`config.mk`:
```
export PLATFORM = sky130hd
export DESIGN_NAME = spi_eeprom_responder_flat
export DESIGN_NICKNAME = d
export VERILOG_FILES = /design/src/rtl/spi_eeprom_pkg.sv /design/src/rtl/spi_eeprom_responder_if.sv /design/src/rtl/spi_slave_shifter.sv /design/src/rtl/spi_eeprom_responder.sv /design/src/flat_wrapper.sv
export SDC_FILE = /design/constraint.sdc
export NUM_CORES = 2
export LEC_CHECK = 0
export ABC_AREA = 0
export ABC_CLOCK_PERIOD_IN_PS = 3200
export CORE_AREA = 3 3 427 598
export CTS_CLUSTER_DIAMETER = 60
export DETAILED_ROUTE_END_ITERATION = 10
export DIE_AREA = 0 0 430 601
export GPL_TIMING_DRIVEN = 0
export SKIP_LAST_GASP = 1
export SYNTH_ARGS = -nofsm -noshare
export SYNTH_HDL_FRONTEND = slang
export SYNTH_SLANG_ARGS = --single-unit
```
`constraint.sdc`:
```
create_clock -name bus2ip_clk -period 3.2 [get_ports bus2ip_clk]
set_input_delay 0.96 -clock bus2ip_clk [delete_from_list [all_inputs] [get_ports bus2ip_clk]]
set_output_delay 0.96 -clock bus2ip_clk [all_outputs]
set_load 0.02 [all_outputs]
```
`src/rtl/spi_eeprom_pkg.sv`:
```
// Shared definitions for the 25xx-style SPI EEPROM responder and its bus-side bridge.
package spi_eeprom_pkg;

    localparam logic [7:0] SPI_CMD_WRSR  = 8'h01;
    localparam logic [7:0] SPI_CMD_WRITE = 8'h02;
    localparam logic [7:0] SPI_CMD_READ  = 8'h03;
    localparam logic [7:0] SPI_CMD_WRDI  = 8'h04;
    localparam logic [7:0] SPI_CMD_RDSR  = 8'h05;
    localparam logic [7:0] SPI_CMD_WREN  = 8'h06;

    localparam int unsigned STAT_WIP = 0;
    localparam int unsigned STAT_WEL = 1;
    localparam int unsigned STAT_BP0 = 2;
    localparam int unsigned STAT_BP1 = 3;

    typedef enum logic [3:0] {
        S_IDLE,
        S_CMD,
        S_ADDR_HI,
        S_ADDR_LO,
        S_READ_DATA,
        S_WRITE_DATA,
        S_RDSR_OUT,
        S_WRSR_IN,
        S_IGNORE
    } state_e;

    // top2 is the two most significant implemented address bits
    function automatic logic bp_protects(input logic [1:0] bp, input logic [1:0] top2);
        case (bp)
            2'b00:   return 1'b0;
            2'b01:   return top2 == 2'b11;
            2'b10:   return top2[1];
            default: return 1'b1;
        endcase
    endfunction

endpackage

```
`src/rtl/spi_eeprom_responder_if.sv`:
```
// SPI pin bundle between a bus-side master and the EEPROM responder.
interface spi_eeprom_responder_if;
    logic SPI_SCK;
    logic SPI_CS;
    logic SPI_MOSI;
    logic SPI_MISO;
    logic SPI_MISO_OE;

    modport master (output SPI_SCK, SPI_CS, SPI_MOSI, input SPI_MISO, SPI_MISO_OE);
    modport slave  (input SPI_SCK, SPI_CS, SPI_MOSI, output SPI_MISO, SPI_MISO_OE);
endinterface

```
`src/rtl/spi_slave_shifter.sv`:
```
// Oversampled SPI slave front end: pin synchronisers, SCK edge detect, byte assembly and MISO shifting.
module spi_slave_shifter (
    input  logic       clk_i,
    input  logic       rst_ni,
    input  logic       sck_i,
    input  logic       cs_i,
    input  logic       mosi_i,
    input  logic       load_req_i,
    input  logic [7:0] load_byte_i,
    output logic       byte_valid_o,
    output logic [7:0] rx_byte_o,
    output logic       cs_high_o,
    output logic       cs_rise_o,
    output logic       miso_o
);
    logic [2:0] sck_q;
    logic [2:0] cs_q;
    logic [1:0] mosi_q;
    logic [2:0] cnt_q;
    logic [6:0] rx_q;
    logic [7:0] tx_q;
    logic       sck_rise;
    logic       sck_fall;

    assign sck_rise  = sck_q[1] & ~sck_q[2];
    assign sck_fall  = ~sck_q[1] & sck_q[2];
    assign cs_high_o = cs_q[1];
    assign cs_rise_o = cs_q[1] & ~cs_q[2];

    // CS high masks any simultaneous SCK edge, so a late edge never completes a byte
    assign byte_valid_o = sck_rise & ~cs_q[1] & (cnt_q == 3'd7);
    assign rx_byte_o    = {rx_q, mosi_q[1]};
    assign miso_o       = tx_q[7];

    always_ff @(posedge clk_i or negedge rst_ni) begin
        if (!rst_ni) begin
            sck_q  <= '0;
            cs_q   <= '1;
            mosi_q <= '0;
            cnt_q  <= '0;
            rx_q   <= '0;
            tx_q   <= '0;
        end else begin
            sck_q  <= {sck_q[1:0], sck_i};
            cs_q   <= {cs_q[1:0], cs_i};
            mosi_q <= {mosi_q[0], mosi_i};
            if (cs_q[1]) begin
                cnt_q <= '0;
                rx_q  <= '0;
                tx_q  <= '0;
            end else begin
                if (sck_rise) begin
                    cnt_q <= cnt_q + 3'd1;
                    rx_q  <= {rx_q[5:0], mosi_q[1]};
                end
                // a falling edge at bit count 0 is the start of a new outgoing byte
                if (sck_fall) begin
                    tx_q <= (load_req_i && cnt_q == 3'd0) ? load_byte_i : {tx_q[6:0], 1'b0};
                end
            end
        end
    end
endmodule

```
`src/rtl/spi_eeprom_responder.sv`:
```
// 25xx-series serial EEPROM model: command FSM, status register with block protect, byte array.
module spi_eeprom_responder
    import spi_eeprom_pkg::*;
#(
    parameter int unsigned ADDR_W    = 8,
    parameter int unsigned PAGE_SIZE = 16,
    parameter logic [7:0]  INIT_BYTE = 8'hFF
) (
    input  logic                     bus2ip_clk,
    input  logic                     rst_n,
    spi_eeprom_responder_if.slave    spi,
    output logic [7:0]               status_reg,
    output logic                     cmd_done,
    output logic [7:0]               last_cmd
);
    localparam int unsigned DEPTH = 2 ** ADDR_W;
    localparam int unsigned PW    = $clog2(PAGE_SIZE);

    state_e              state_q, state_d;
    logic [ADDR_W-1:0]   addr_q, addr_d;
    logic [7:0]          cmd_q, cmd_d;
    logic                rec_q, rec_d;
    logic                seen_q, seen_d;
    logic                wel_q, wel_d;
    logic [1:0]          bp_q, bp_d;
    logic [7:0]          last_cmd_q, last_cmd_d;
    logic                cmd_done_q, cmd_done_d;
    logic [7:0]          mem_q [DEPTH];
    logic                mem_we;
    logic                byte_valid, cs_high, cs_rise, load_req;
    logic [7:0]          rx_byte, load_byte;

    assign load_req  = (state_q == S_READ_DATA) || (state_q == S_RDSR_OUT);
    assign load_byte = (state_q == S_RDSR_OUT) ? status_reg : mem_q[addr_q];
    assign spi.SPI_MISO_OE = load_req;
    assign cmd_done  = cmd_done_q;
    assign last_cmd  = last_cmd_q;

    spi_slave_shifter u_shifter (
        .clk_i        (bus2ip_clk),
        .rst_ni       (rst_n),
        .sck_i        (spi.SPI_SCK),
        .cs_i         (spi.SPI_CS),
        .mosi_i       (spi.SPI_MOSI),
        .load_req_i   (load_req),
        .load_byte_i  (load_byte),
        .byte_valid_o (byte_valid),
        .rx_byte_o    (rx_byte),
        .cs_high_o    (cs_high),
        .cs_rise_o    (cs_rise),
        .miso_o       (spi.SPI_MISO)
    );

    always_comb begin
        status_reg                    = '0;
        status_reg[STAT_BP1:STAT_BP0] = bp_q;
        status_reg[STAT_WEL]          = wel_q;
        status_reg[STAT_WIP]          = 1'b0;
    end

    always_comb begin
        state_d    = state_q;
        addr_d     = addr_q;
        cmd_d      = cmd_q;
        rec_d      = rec_q;
        seen_d     = seen_q;
        wel_d      = wel_q;
        bp_d       = bp_q;
        last_cmd_d = last_cmd_q;
        cmd_done_d = 1'b0;
        mem_we     = 1'b0;
        if (cs_rise && rec_q) begin
            cmd_done_d = 1'b1;
            last_cmd_d = cmd_q;
            if ((cmd_q == SPI_CMD_WRITE || cmd_q == SPI_CMD_WRSR) && seen_q) wel_d = 1'b0;
        end
        if (cs_high) begin
            state_d = S_IDLE;
            rec_d   = 1'b0;
            seen_d  = 1'b0;
        end else begin
            case (state_q)
                S_IDLE: state_d = S_CMD;
                S_CMD: if (byte_valid) begin
                    cmd_d = rx_byte;
                    rec_d = 1'b1;
                    case (rx_byte)
                        SPI_CMD_READ, SPI_CMD_WRITE: state_d = S_ADDR_HI;
                        SPI_CMD_RDSR: state_d = S_RDSR_OUT;
                        SPI_CMD_WRSR: state_d = S_WRSR_IN;
                        SPI_CMD_WREN: begin wel_d = 1'b1; state_d = S_IGNORE; end
                        SPI_CMD_WRDI: begin wel_d = 1'b0; state_d = S_IGNORE; end
                        default:      begin rec_d = 1'b0; state_d = S_IGNORE; end
                    endcase
                end
                S_ADDR_HI: if (byte_valid) begin
                    addr_d  = ADDR_W'(rx_byte);
                    state_d = S_ADDR_LO;
                end
                // upper received address bits fall off the top here
                S_ADDR_LO: if (byte_valid) begin
                    addr_d  = ADDR_W'({addr_q, rx_byte});
                    state_d = (cmd_q == SPI_CMD_READ) ? S_READ_DATA : S_WRITE_DATA;
                end
                S_READ_DATA: if (byte_valid) addr_d = addr_q + ADDR_W'(1);
                S_WRITE_DATA: if (byte_valid) begin
                    seen_d         = 1'b1;
                    mem_we         = wel_q && !bp_protects(bp_q, addr_q[ADDR_W-1 -: 2]);
                    addr_d[PW-1:0] = addr_q[PW-1:0] + PW'(1);
                end
                S_WRSR_IN: if (byte_valid && !seen_q) begin
                    seen_d = 1'b1;
                    if (wel_q) bp_d = rx_byte[3:2];
                end
                default: ;
            endcase
        end
    end

    always_ff @(posedge bus2ip_clk or negedge rst_n) begin
        if (!rst_n) begin
            state_q    <= S_IDLE;
            addr_q     <= '0;
            cmd_q      <= '0;
            rec_q      <= 1'b0;
            seen_q     <= 1'b0;
            wel_q      <= 1'b0;
            bp_q       <= '0;
            last_cmd_q <= '0;
            cmd_done_q <= 1'b0;
        end else begin
            state_q    <= state_d;
            addr_q     <= addr_d;
            cmd_q      <= cmd_d;
            rec_q      <= rec_d;
            seen_q     <= seen_d;
            wel_q      <= wel_d;
            bp_q       <= bp_d;
            last_cmd_q <= last_cmd_d;
            cmd_done_q <= cmd_done_d;
        end
    end

    always_ff @(posedge bus2ip_clk or negedge rst_n) begin
        if (!rst_n) begin
            for (int unsigned i = 0; i < DEPTH; i++) mem_q[i] <= INIT_BYTE;
        end else if (mem_we) begin
            mem_q[addr_q] <= rx_byte;
        end
    end
endmodule

```
`src/flat_wrapper.sv`:
```
// flat-port wrapper written by rule: the top's interface ports become plain ports
module spi_eeprom_responder_flat import spi_eeprom_pkg::*;
#(
    parameter int unsigned ADDR_W    = 8,
    parameter int unsigned PAGE_SIZE = 16,
    parameter logic [7:0]  INIT_BYTE = 8'hFF
)
  (bus2ip_clk, rst_n, status_reg, cmd_done, last_cmd, spi_SPI_SCK, spi_SPI_CS, spi_SPI_MOSI, spi_SPI_MISO, spi_SPI_MISO_OE);
  spi_eeprom_responder_if spi_i ();
  input  logic bus2ip_clk;
  input  logic rst_n;
  output logic [7:0] status_reg;
  output logic cmd_done;
  output logic [7:0] last_cmd;
  input wire logic [$bits(spi_i.SPI_SCK)-1:0] spi_SPI_SCK;
  input wire logic [$bits(spi_i.SPI_CS)-1:0] spi_SPI_CS;
  input wire logic [$bits(spi_i.SPI_MOSI)-1:0] spi_SPI_MOSI;
  output wire logic [$bits(spi_i.SPI_MISO)-1:0] spi_SPI_MISO;
  output wire logic [$bits(spi_i.SPI_MISO_OE)-1:0] spi_SPI_MISO_OE;
  assign spi_i.SPI_SCK = spi_SPI_SCK;
  assign spi_i.SPI_CS = spi_SPI_CS;
  assign spi_i.SPI_MOSI = spi_SPI_MOSI;
  assign spi_SPI_MISO = spi_i.SPI_MISO;
  assign spi_SPI_MISO_OE = spi_i.SPI_MISO_OE;
  spi_eeprom_responder #(.ADDR_W(ADDR_W), .PAGE_SIZE(PAGE_SIZE), .INIT_BYTE(INIT_BYTE)) u_core (.bus2ip_clk(bus2ip_clk), .rst_n(rst_n), .spi(spi_i), .status_reg(status_reg), .cmd_done(cmd_done), .last_cmd(last_cmd));
endmodule
```
* Yosys cells after proc, flatten, opt, wreduce, memory -nomap -nowiden *
Index checks and enable logic that the tools add are counted.

word-level totals
  register bits = 2108
  input port bits = 5
  output and inout bits = 19
  logic and storage cells = 394

cells by class
  $add $sub $neg = 3
  $lt $le $gt $ge = 2
  equality and inequality tests = 28
  multiplexer cells = 48
  bitwise gates (word level) = 10
  reduce and logical (&&, ||, !) cells = 31

operator list
  kind                                                                    count
  2048-bit bitwise mux                                                    1
  8-bit 2-to-1 mux                                                        9
  8-bit binary-select mux with 8-bit select                               1
  8-bit demux with 8-bit select                                           1
  8-bit by 2-bit equality test with 1-bit output (second input constant)  4
  8-bit by 3-bit equality test with 1-bit output (second input constant)  3
  4-bit case mux with 3 select lines                                      2
  1-bit 2-to-1 mux                                                        20
  4-bit 2-to-1 mux                                                        5
  4-bit by 3-bit equality test with 1-bit output (second input constant)  4
  8-bit by 1-bit equality test with 1-bit output (second input constant)  2
  4-bit case mux with 4 select lines                                      1
  3-bit by 2-bit != test with 1-bit output (second input constant)        5
  7-bit 2-to-1 mux                                                        2
  4-bit AND reduction                                                     3
  2-bit nonzero test                                                      5
  9-bit greater-or-equal comparator (second input constant)               1
  9-bit by 1-bit < comparator with 1-bit output (second input constant)   1
  8-bit NOT with 9-bit output                                             1
  8-bit by 1-bit adder with 8-bit output (second input constant)          1
  4-bit by 2-bit equality test with 1-bit output (second input constant)  2
  4-bit case mux with 2 select lines                                      1
  1-bit logical AND                                                       6
  3-bit 2-to-1 mux                                                        2
  other kinds (23)                                                        39

* Logic depth before layout (Yosys ltp) *
  word-level depth = 12
  gate-level depth with buffers = 13
  depth with buffers taken out = 9

* Cells and area by module *
From an unflattened synthesis, not the netlist that was laid out.

unflattened totals
  cell total of the unflattened synthesis = 6391
  area total of the unflattened synthesis = 101234.6 µm²

by module, submodules not included
  module                times used  cells each  area each (µm²)  sequential area each (µm²)
  spi_eeprom_responder  1           6301        100176.1         54662.4
  spi_slave_shifter     1           90          1058.5           654.4

* Worst setup path before layout *
Ideal clock, no wire load.

  path type = reg-to-reg
  from = register u_core.addr_q[0]
  to = register u_core.mem_q[1992] (netlist bit)
  setup time = 0.082 ns
  arrival = 3.180 ns
  required time = 3.118 ns
  path slack = -0.062 ns
  cell stages (with the launch flop) = 14
  path buffers = 8
  clock period less this slack = 3.262 ns
  cell sequence = dfrtp_1 -> buf_6 -> buf_6 -> buf_6 -> buf_4 -> inv_1 -> buf_2 -> buf_2 -> ha_1 -> clkbuf_1 -> nand2_1 -> buf_2 -> nor2_2 -> mux2_2

on the way
  word-level cells in the longest chain between the ends = 6
  elaborated cells between the ends (all ways) = 7
  classes of those cells = order compare: 2; mux: 3; bitwise: 1; reduce/logical: 1

RTL lines
  what                                                                                                                      line                         RTL
  start: declaration                                                                                                        spi_eeprom_responder.sv:20   logic [ADDR_W-1:0] addr_q, addr_d;
  start signal: assignment                                                                                                  spi_eeprom_responder.sv:133  addr_q <= addr_d;
  8-bit NOT with 9-bit output (implied by the code) (*)                                                                     spi_eeprom_responder.sv:148  mem_q[addr_q] <= rx_byte;
  9-bit greater-or-equal comparator (implied by the code) or 9-bit by 1-bit < comparator with 1-bit output (tied branches)  spi_eeprom_responder.sv:148
  1-bit logical AND (implied by the code)                                                                                   spi_eeprom_responder.sv:148
  8-bit 2-to-1 mux (implied by the code)                                                                                    spi_eeprom_responder.sv:148
  8-bit demux with 8-bit select (*)                                                                                         spi_eeprom_responder.sv:148
  2048-bit bitwise mux (*)                                                                                                  spi_eeprom_responder.sv:148
  end signal: indexed assignment                                                                                            spi_eeprom_responder.sv:148
  end: declaration                                                                                                          spi_eeprom_responder.sv:28   logic [7:0] mem_q [DEPTH];

Every way passes the cells marked *; elsewhere a longest branch is shown, timed or not.
A chain may end at the register's enable or synchronous reset.

* Worst setup path after layout *
  from = register u_core.addr_q[3]
  to = register u_core.u_shifter.tx_q[3]

on the way
  word-level cells in the longest chain between the ends = 8

RTL lines
  what                                                 line                        RTL
  8-bit NOT with 9-bit output (implied by the code)    spi_eeprom_responder.sv:34  assign load_byte = (state_q == S_RDSR_OUT) ? status_reg : mem_q[addr_q];
  8-bit binary-select mux with 8-bit select            spi_eeprom_responder.sv:34
  8-bit 2-to-1 mux (implied by the code) (2 in a row)  spi_eeprom_responder.sv:34
  8-bit 2-to-1 mux                                     spi_eeprom_responder.sv:34
  8-bit 2-to-1 mux                                     spi_slave_shifter.sv:58     tx_q <= (load_req_i && cnt_q == 3'd0) ? load_byte_i : {tx_q[6:0], 1'b0};
  8-bit 2-to-1 mux                                     spi_slave_shifter.sv:57     if (sck_fall) begin
  8-bit 2-to-1 mux                                     spi_slave_shifter.sv:47     if (cs_q[1]) begin
  end signal: assignment                               spi_slave_shifter.sv:58
  end: declaration                                     spi_slave_shifter.sv:21     logic [7:0] tx_q;

No other way between the ends. The select of a mux whose other input is x is not followed.

==> results by group <==
Critical path
  – FF-to-FF path depth: 8
  – Crit. End Element: flop
  – RR Endpoint: u_core.u_shifter.tx_q[3]
  – Worst r2r src: u_core.addr_q[3]
  – Cells along the critical path: clkbuf_4, and2_1, buf_6, clkbuf_8, a221oi_1, o21ai_1, nand4_1, a41oi_2
  – Crit path max-delay cell type: nand4_1
  – Critical Path Start: u_core.addr_q[3]
  – Worst reg-to-reg setup slack: -0.32 ns
  – Worst path required time: slightly above 4 ns
  – Startpoint types: flop
  – Worst path max stage delay: 0.63 ns
  – Crit path DAT: 4.35 ns
  – Crit Path Class: flop to flop
  – Worst-path fanout max: 10

Power
  – Cell internal pwr: around 41 mW
  – Clock power share: between 40% and 50%
  – Leakage: about 46 nW
  – Largest vdd supply drop: around 0.00042 V
  – NetSw: about 12 mW
  – Pwr dens: approximately 440 nW/um^2
  – Sequential Power Share: 50.2%
  – Combinational group share of total power: approximately 1.7%
  – Net Sw Frac: roughly 23%

STA
  – Final Max Tran Viols: 22
  – Fmax: roughly 280 MHz
  – Final Cycle Share: 110%
  – Skew final: 0.0854 ns
  – RSZ-0062 raised after global routing: yes
  – Tightest Pin Transition: approximately 1.6 ns
  – Tmin final: between 3 and 4 ns
  – Worst setup margin: -0.318 ns
  – Post-route setup TNS: -27.54 ns
  – # setup viols final: between 400 and 500
  – Relative slew margins: -6.63%
  – Hold Violations, Final: 0

Worst hold path
  – HP Start: u_core.u_shifter.cs_q[0]
  – Worst Hold Class: flop to flop
  – Hold depth: 0
  – Hold Crit Endpoint: u_core.u_shifter.cs_q[1]

Routing
  – Vias per cell: 6.39
  – Residual DRC: 0
  – Drt wl/cell: about 43 um
  – Pre-antenna DRT Iters: 8
  – DRT antenna net count: 0
  – Vias after detailed routing: approximately 67000
  – Total Wirelength: roughly 450 mm
  – DRT iter0 DRCs: 7132

Yosys
  – Area leader, netlist: dfstp_2
  – Sequential share of the synthesized area: a little under three fifths
  – Syn Inst Count: around 6400
  – Synth Warn #: 0
  – Synth area leaders: dfstp_2 54%, mux2_2 23%, mux4_2 10%
  – Synth Cell Area: 100000 sq um
  – Netlist cell types: 72
  – Yosys reg bits: 2108
  – Number of synthesized flops with an enable pin: 0
  – Share of the synthesized area in the top cell type: roughly 54%
  – Top FF cell, synth: dfstp_2
  – Avg Cell Area, Syn: about 16 sq um
  – Async SR Flop Fraction: 100%

Global routing
  – Initial antenna violation count: 42
  – Vias in the first global route: between 60000 and 70000
  – GRT Util Overall: 34.2%
  – Grt ovf: 0
  – Pin count of the biggest net entering global routing: 198
  – First-pass GRT wire length: 598 mm

Floorplan
  – # rows: roughly 220
  – I/O pin count: 24
  – Initial Utilization: between 40% and 50%
  – Die Height: ~600 um
  – Die Area: about 260000 sq um
  – Core box area: between 200000 and 300000 sq um
  – Die span in x: 430 um

Final layout
  – Area growth syn-to-layout: 21.0%
  – Fill count: between 20000 and 25000
  – Share of layout cells above drive strength 1: between 80% and 90%
  – Final core occ: 48.4%
  – Final nets: 7001

CTS
  – Clk buf depth: 4
  – H-tree levels: 4
  – Clk root buf: clkbuf_16
  – Clock latency at the later pin of the worst-skew pair: around 0.94 ns
  – Worst-path clk slew: 0.07 ns
  – Num CTS Buffers: 213
  – CTS tree: done
  – CTS Sinks: around 2100

Placed design
  – RD Place Congestion: between 1 and 1.5
  – # port buffers: 18
  – Pre-CTS worst setup slack: -3.94 ns
  – Post-detail-place hpwl: just over 300 mm

Outcome
  – Run status: complete, but fails checks
  – Failing checks: max-capacitance violations, max-slew violations, negative setup slack

Run
  – Max Cap Violations: 3
==> worst max path at each step <==
stage	cells past startpoint	slack, ns	endpoint
after floorplan	13	-0.04	u_core.mem_q[1960]
after CTS	10	-0.28	u_core.u_shifter.tx_q[2]
after global routing	10	-0.22	u_core.u_shifter.tx_q[4]
after detailed placement	13	-3.94	u_core.mem_q[508]
final	8	-0.32	u_core.u_shifter.tx_q[3]
after global placement	1	-89.52	u_core.addr_q[1]
==> flip-flops by register name, indices dropped and copies added (netlist names), 2 cells and up <==
signal	cells
u_core.addr_q	8
u_core.bp_q	2
u_core.cmd_q	8
u_core.last_cmd	8
u_core.mem_q	2048
u_core.state_q	4
u_core.u_shifter.cnt_q	3
u_core.u_shifter.cs_q	3
u_core.u_shifter.mosi_q	2
u_core.u_shifter.rx_q	7
u_core.u_shifter.sck_q	3
u_core.u_shifter.tx_q	8
==> power by group through the flow <==
stage	clock (mW)	combinational (mW)	sequential [mW]
after global routing	26.9	0.968	26.8
final	25.7	0.891	26.8
after CTS	25.9	0.874	26.8
after detailed placement	0	0.859	27.2
after global placement	0	0.467	26.9
after floorplan	0	0.118	27.2
==> stage by stage <==
stage	cell area (sq um)	hold WS [ns]	cells	total power, mW
6_report	121000	0.361	10500	53.4
5_1_grt	121000	0.366	10400	54.7
4_1_cts	117000	0.363	10300	53.6
3_5_place_dp	105000	0.335	9707	28.0
3_3_place_gp	104000	0.345	9676	27.4
2_1_floorplan	100000	0.331	6373	27.3
==> metal layers <==
layer,vias to the layer above,track usage [%],routed length [um]
li1,25000,-,-
met1,36400,39.9,159000
met2,3978,50.7,198000
met3,1490,11.0,45300
met4,14,29.4,49600
met5,-,0,145
==> cells by family after synthesis <==
family,after synthesis,share of synthesized area [%]
multiplexers,2755,35.9
flip-flops,2108,55.3
AND/OR/NAND/NOR,647,3.81
buffers and inverters,507,2.46
AO/OA/AOI/OAI,343,2.39
adder cells (fa/ha/maj),7,0.0875
other,1,0.00375
XOR/XNOR,1,0.00876
==> worst max-delay path, delay by kind of cell (launching register included) <==
kind | cells | cell delay (ns)
compound gates | 3 | 0.73
buf+inv | 3 | 1.12
flops | 1 | 0.48
simple gates | 2 | 1.03
==> Yosys cell counts, drive strengths merged, types with 8 or more instances <==
cell type and n:
nor2 261, a22oi 88, dfstp 2051, a32oi 8
a21oi 71, o2111ai 8, nand2 210, nor3 23
mux2 2060, nand2b 8, o22a 9, inv 14
nor2b 14, o21ai 45, mux2i 231, a22o 15
o211ai 15, dfrtp 57, o22ai 14, a221oi 22
nand4 23, mux4 464, nand3 58, buf 200
clkbuf 292
==> repair_timing <==
item / CTS / global route
setup buffers: 177 / 176
hold buffers: 0 / 0
pin swaps: 85 / 79
gates resized for setup: 747 / 316
setup endpoints to repair: 2229 / 2198
gates cloned: 3 / 10
==> cell usage in the layout, fill, tap and decap left out, types with 13 or more instances in the layout <==
cell type / count
nand3_1: 43
nand2_1: 141
mux2_2: 2033
clkbuf_16: 229
nand4_1: 23
buf_12: 192
o21ai_0: 30
mux2i_4: 19
a21oi_1: 65
o211ai_1: 15
clkbuf_1: 286
diode_2: 27
dfstp_2: 2051
clkbuf_4: 13
clkbuf_8: 54
mux2i_1: 192
buf_4: 228
a22o_1: 15
buf_16: 70
a221oi_1: 13
clkdlybuf4s50_1: 16
mux2i_2: 20
buf_6: 47
buf_2: 15
nor2_4: 218
nand2_2: 23
nor2_1: 33
buf_8: 29
clkbuf_2: 25
nand2_4: 35
clkinv_2: 32
mux4_2: 464
a22oi_1: 77
nor3_1: 17
dfrtp_1: 56
mux2_1: 27
==> layout make-up <==
type                    count  area (sq um)  area share (%)
flip-flops and latches   2108         55300            45.7
multi-input cells        3758         44400            36.6
clock buffers             319          6300            5.21
repair buffers            414          5620            4.64
plain buffers             479          4630            3.82
well taps                3285          4110            3.39
clock inverters            54           606           0.500
diodes                     27          67.6          0.0558
inverters                  15          65.1          0.0537
(Power assumes the default switching activity.)
